## config.mk

```make
export PLATFORM = sky130hd
export DESIGN_NAME = floating_mul
export DESIGN_NICKNAME = d
export VERILOG_FILES = /design/src/rtl/floating_mul.sv
export SDC_FILE = /design/constraint.sdc
export NUM_CORES = 2
export LEC_CHECK = 0
export BUFFER_PORTS_ARGS = -buffer_cell sky130_fd_sc_hd__buf_2
export CORE_ASPECT_RATIO = 0.75
export CORE_UTILIZATION = 50
export DETAILED_ROUTE_END_ITERATION = 7
export PLACE_DENSITY_LB_ADDON = 0.08
export SLEW_MARGIN = 20
export SYNTH_ARGS = -nofsm -noshare
export SYNTH_HDL_FRONTEND = slang
export SYNTH_SLANG_ARGS = --single-unit
```

## constraint.sdc

```tcl
create_clock -name clk -period 10.6 [get_ports clk]
set_input_delay 0.53 -clock clk [delete_from_list [all_inputs] [get_ports clk]]
set_output_delay 0.53 -clock clk [all_outputs]
set_load 0.02 [all_outputs]
```

## src/rtl/floating_mul.sv

```systemverilog
// Two-stage binary32 multiplier: stage 1 unpacks, classifies and multiplies mantissas;
// stage 2 normalises, rounds to nearest even and packs. Subnormal inputs flush to zero.
module floating_mul (
    input  logic        clk,
    input  logic        rst_n,
    input  logic        in_valid,
    input  logic [31:0] a,
    input  logic [31:0] b,
    output logic        out_valid,
    output logic [31:0] y
);

    typedef enum logic [1:0] {
        CLS_NORM,
        CLS_ZERO,
        CLS_INF,
        CLS_NAN
    } cls_t;

    logic [7:0]         ea, eb;
    logic [22:0]        fa, fb;
    logic               a_zero, b_zero, a_inf, b_inf, a_nan, b_nan;
    cls_t               cls_d;
    logic signed [9:0]  exp_sum_d;
    logic [47:0]        man_a, man_b, prod_d;

    logic               s1_valid;
    logic               s1_sign;
    cls_t               s1_cls;
    logic signed [9:0]  s1_exp;
    logic [47:0]        s1_prod;

    logic [22:0]        mant;
    logic               guard, sticky, round_up;
    logic [23:0]        mant_rnd;
    logic [22:0]        frac_f;
    logic signed [9:0]  exp_n, exp_f;
    logic [31:0]        y_d;

    always_comb begin
        ea     = a[30:23];
        eb     = b[30:23];
        fa     = a[22:0];
        fb     = b[22:0];
        // exponent 0 covers both true zero and subnormals (flushed to zero)
        a_zero = (ea == 8'h00);
        b_zero = (eb == 8'h00);
        a_inf  = (ea == 8'hFF) && (fa == 23'h0);
        b_inf  = (eb == 8'hFF) && (fb == 23'h0);
        a_nan  = (ea == 8'hFF) && (fa != 23'h0);
        b_nan  = (eb == 8'hFF) && (fb != 23'h0);

        if (a_nan || b_nan)
            cls_d = CLS_NAN;
        else if ((a_inf && b_zero) || (b_inf && a_zero))
            cls_d = CLS_NAN;
        else if (a_inf || b_inf)
            cls_d = CLS_INF;
        else if (a_zero || b_zero)
            cls_d = CLS_ZERO;
        else
            cls_d = CLS_NORM;

        exp_sum_d = signed'({2'b00, ea}) + signed'({2'b00, eb}) - 10'sd127;
        man_a     = {24'h0, 1'b1, fa};
        man_b     = {24'h0, 1'b1, fb};
        prod_d    = man_a * man_b;
    end

    always_ff @(posedge clk or negedge rst_n) begin
        if (!rst_n) begin
            s1_valid <= 1'b0;
            s1_sign  <= 1'b0;
            s1_cls   <= CLS_NORM;
            s1_exp   <= '0;
            s1_prod  <= '0;
        end else begin
            s1_valid <= in_valid;
            if (in_valid) begin
                s1_sign <= a[31] ^ b[31];
                s1_cls  <= cls_d;
                s1_exp  <= exp_sum_d;
                s1_prod <= prod_d;
            end
        end
    end

    always_comb begin
        if (s1_prod[47]) begin
            mant   = s1_prod[46:24];
            guard  = s1_prod[23];
            sticky = |s1_prod[22:0];
            exp_n  = s1_exp + 10'sd1;
        end else begin
            mant   = s1_prod[45:23];
            guard  = s1_prod[22];
            sticky = |s1_prod[21:0];
            exp_n  = s1_exp;
        end

        round_up = guard && (sticky || mant[0]);
        mant_rnd = {1'b0, mant} + {23'h0, round_up};
        // rounding past all-ones rolls the significand over to the next binade
        if (mant_rnd[23]) begin
            frac_f = '0;
            exp_f  = exp_n + 10'sd1;
        end else begin
            frac_f = mant_rnd[22:0];
            exp_f  = exp_n;
        end

        case (s1_cls)
            CLS_NAN:  y_d = 32'h7FC0_0000;
            CLS_INF:  y_d = {s1_sign, 8'hFF, 23'h0};
            CLS_ZERO: y_d = {s1_sign, 31'h0};
            default: begin
                if (exp_f >= 10'sd255)
                    y_d = {s1_sign, 8'hFF, 23'h0};
                else if (exp_f <= 10'sd0)
                    y_d = {s1_sign, 31'h0};
                else
                    y_d = {s1_sign, exp_f[7:0], frac_f};
            end
        endcase
    end

    always_ff @(posedge clk or negedge rst_n) begin
        if (!rst_n) begin
            out_valid <= 1'b0;
            y         <= '0;
        end else begin
            out_valid <= s1_valid;
            if (s1_valid)
                y <= y_d;
        end
    end

endmodule

```

==> results.md <==
* DRC violations left at 4
* Gp weighted congestion at 0.900
* GR Layer Usage met3 at 6.03%
* Count of mapped cells out of synthesis at 2786
* Mean post-synth cell area at 9.03 um2
* Core Rows at 70
* Slew HR at 42.9%
* Count of input and output buffers at 99
* FF-to-FF Start: s1_prod[47]
* Launch point of the worst path: a[22]
* Die height at 196 um
* Number of cells upsized or downsized after cts at 0
* Detail-routed via count per cell at 5.62
* Largest stage delay on the critical path at 0.60 ns
* Number of global-route vias before repair at 20500
* Syn Std Cell Area at 25100 um2
* Vias post-DR at 19100
* Failing checks: DRC
* Setup repair after global routing missed its margin: no
* Max Transition Viols Final at 0
* Hold-fix buffers, CTS at 0
* Clock-pin slew on the worst setup and hold paths at 0.07 ns
* Number of nets with antenna violations after detailed routing at 0
* Global Route Usage Sum at 29.4%
* Hpwl dp at 53500 um
* Fraction of registers with async set or reset after synthesis at 100%
* Global route total overflow at 0
* Final-layout fill cell count at 4634
* Post-Syn Nets at 3527
* Clock latency of the later-clocked register in the worst-skew pair at 0.37 ns
* Cells along the critical path: buf_2 > inv_1 > nor2_1 > fa_1 > fa_1 > inv_1 > fa_1 > fa_1 > inv_1 > fa_1 > fa_1 > inv_1 > fa_1 > inv_1 > ha_1 > a211oi_1 > o21ai_0 > a2111oi_0 > o31ai_1 > a21oi_1 > o211ai_1 > o31a_1 > a311o_1
* Cell area after layout at 26100 um2
* Global-route wire length before repair at 115000 um
* IO Pins at 100
* Final hold violations at 0
* Number of antenna violations at the first check in global routing at 2
* Maximum net fanout on the critical path at 22
* Clock tree from TritonCTS: yes
* Share of final-layout standard cells stronger than drive strength 1 at 7.26%
* End of the worst register-to-register path: y[10]
* Root cell of the clock tree: sky130_fd_sc_hd__clkbuf_16
* Highest-count cells in the layout ignoring fill and taps: sky130_fd_sc_hd__inv_1, sky130_fd_sc_hd__fa_1, sky130_fd_sc_hd__nand2_1, sky130_fd_sc_hd__and2_1, sky130_fd_sc_hd__ha_1
* Starting density of the core at 51.1%
* Setup crit end kind: flop
* Shortest clock period the worst path allows after layout at 8.25 ns
* Dominant synthesized flop cell: sky130_fd_sc_hd__dfrtp_1
* Cell type of the slowest stage on the worst timing path: sky130_fd_sc_hd__a21oi_1
* Max H-tree Level at 3
* Pin count of the biggest net entering global routing at 59
* Maximum clock frequency at 0.121 GHz
* Flop-to-flop setup slack at 6.30 ns
* Type of the setup path with the least slack: in -> reg
* Synth-to-layout area growth at 3.95%
* Core ar. at 49200 um2
* Most common cell after layout, fill and taps aside: sky130_fd_sc_hd__inv_1
* Horizontal die dimension at 261 um
* CP Launch Type: input pin
* Wire length per cell at 20.8 um
* DP Area at 25800 um2
* Number of flops mapped to enable cells by yosys at 0
* Netlist cell types at 81
* Setup repair bufs after CTS at 0
* Total area of multi-input combinational cells at 19900 um2
* Detailed-router iteration count before antenna repair at 7
* Setup_tns at 0 ns
* Full die area at 51200 um2
* Sequential element share of the synthesized area at 9.45%
* Net total in the final layout at 3490
* CTS buffer count at 9
* Global routing met2 resource utilization at 44.6%
* Result of the run: complete, but fails checks
* Data arrival time of the critical path at 8.51 ns
* Final routed wirelength across all metal layers at 70800 um
* TritonCTS Sinks at 95
* Met1 Use GR at 42.2%
* Initial DRC Count at 1394
* Warnings, synthesis at 0
* Post-route clock period utilization at 77.8%
* Clock Skew at 0.0140 ns
* Slew at the pin closest to its max-slew limit at 0.855 ns
* Area taken by flip-flops and latches at 2380 um2
* Required arrival time at the worst endpoint at 10.85 ns
* Max Cap Violations at 0
* Busiest layer in global routing: met2
* Type of the tightest min-delay check: in -> async
* Final setup vio count at 0
* Flip-flop and latch count after synthesis at 95
* Worst reg-to-reg path cell count at 9
* Maximum root-to-sink buffer count at 2
* Top cell by count, worst path: sky130_fd_sc_hd__fa_1
[sequential cells by signal, indices dropped and copies added, names as in the netlist]
signal,count
s1_prod,48
y,32
s1_exp,10
s1_valid,1
out_valid,1
s1_cls,2
s1_sign,1
[cell usage after synthesis, drive strengths merged (4+ instances only)]
cell | number | area [um2]
clkbuf | 126 | 474
mux2 | 42 | 473
buf | 26 | 170
and3 | 8 | 50.1
nand2 | 329 | 1240
dfrtp | 95 | 2380
nor4 | 23 | 144
o31a | 5 | 43.8
and4 | 9 | 81.3
nor2 | 85 | 329
a31oi | 5 | 31.3
xor2 | 31 | 272
nor3b | 4 | 46.3
o21bai | 6 | 45.0
nand2b | 24 | 150
ha | 191 | 2390
a311o | 4 | 40.0
o21a | 7 | 52.6
nand4b | 4 | 35.0
o311ai | 6 | 52.6
a211oi | 11 | 82.6
a211o | 4 | 35.0
a21o | 32 | 240
nand3 | 29 | 145
o211ai | 16 | 120
o41ai | 19 | 287
xnor2 | 59 | 517
inv | 598 | 2240
o31ai | 8 | 60.1
fa | 483 | 9670
nand4 | 33 | 221
nor2b | 12 | 75.1
o21ai | 46 | 234
mux2i | 22 | 220
o221ai | 4 | 35.0
o32ai | 6 | 86.3
or3 | 6 | 37.5
a21oi | 74 | 370
and2 | 246 | 1540
nor3 | 7 | 35.0
nor4b | 4 | 80.1
[critical path, delay by kind of cell]
family,cells,cell delay (ns)
buffers and inverters,6,1.11
AO/OA/AOI/OAI,8,2.76
AND/OR/NAND/NOR,1,0.24
adder cells (fa/ha/maj),8,3.82
[through the flow]
stage	hold WS [ns]	setup WS (ns)	util (%)	std cells
5_1_grt	0.298	2.09	53.1	3402
3_5_place_dp	0.477	2.22	52.5	3386
4_1_cts	0.252	2.58	53.1	3402
2_1_floorplan	0.234	3.50	-	2786
6_report	0.239	2.35	53.1	3404
3_3_place_gp	0.468	2.27	52.5	3386
[kinds of logic (layout without fill, tap and decap cells)]
logic type | after synthesis | after routing | synth area share [%]
AO/OA/AOI/OAI | 279 | 279 | 8.19
XOR/XNOR | 90 | 90 | 3.13
adder cells (fa/ha/maj) | 674 | 674 | 48.0
buffers and inverters | 754 | 722 | 11.6
flip-flops | 95 | 95 | 9.45
multiplexers | 64 | 64 | 2.76
other | 0 | 2 | 0
AND/OR/NAND/NOR | 830 | 830 | 16.9
[worst max-delay path by stage]
| stage | slack [ns] | depth (start not counted) | end |
|---|---|---|---|
| 4_1_cts | 2.58 | 23 | s1_prod[47] |
| 2_1_floorplan | 3.50 | 25 | s1_prod[47] |
| 5_1_grt | 2.09 | 23 | s1_prod[47] |
| 3_5_place_dp | 2.22 | 23 | s1_prod[47] |
| 6_report | 2.35 | 23 | s1_prod[47] |
| 3_3_place_gp | 2.27 | 23 | s1_prod[47] |
[layout make-up]
class	instances	share of cell area, %
multi-input combinational	1937	76.0
sequential	95	9.10
inverter	601	8.63
tap	648	3.10
timing repair buffer	105	2.08
clock buffer	11	0.929
clock inverter	5	0.163
antenna	2	0.0191
[metal layers]
layer / vias to the layer above / part of all wire [%]
met5: - / 0.018
met4: 2 / 3.3
met3: 132 / 7.7
met2: 657 / 44
met1: 9819 / 45
li1: 8506 / -
Power is not shown: default switching activity piles up to over one toggle a cycle in this logic, so the estimate is an artifact.
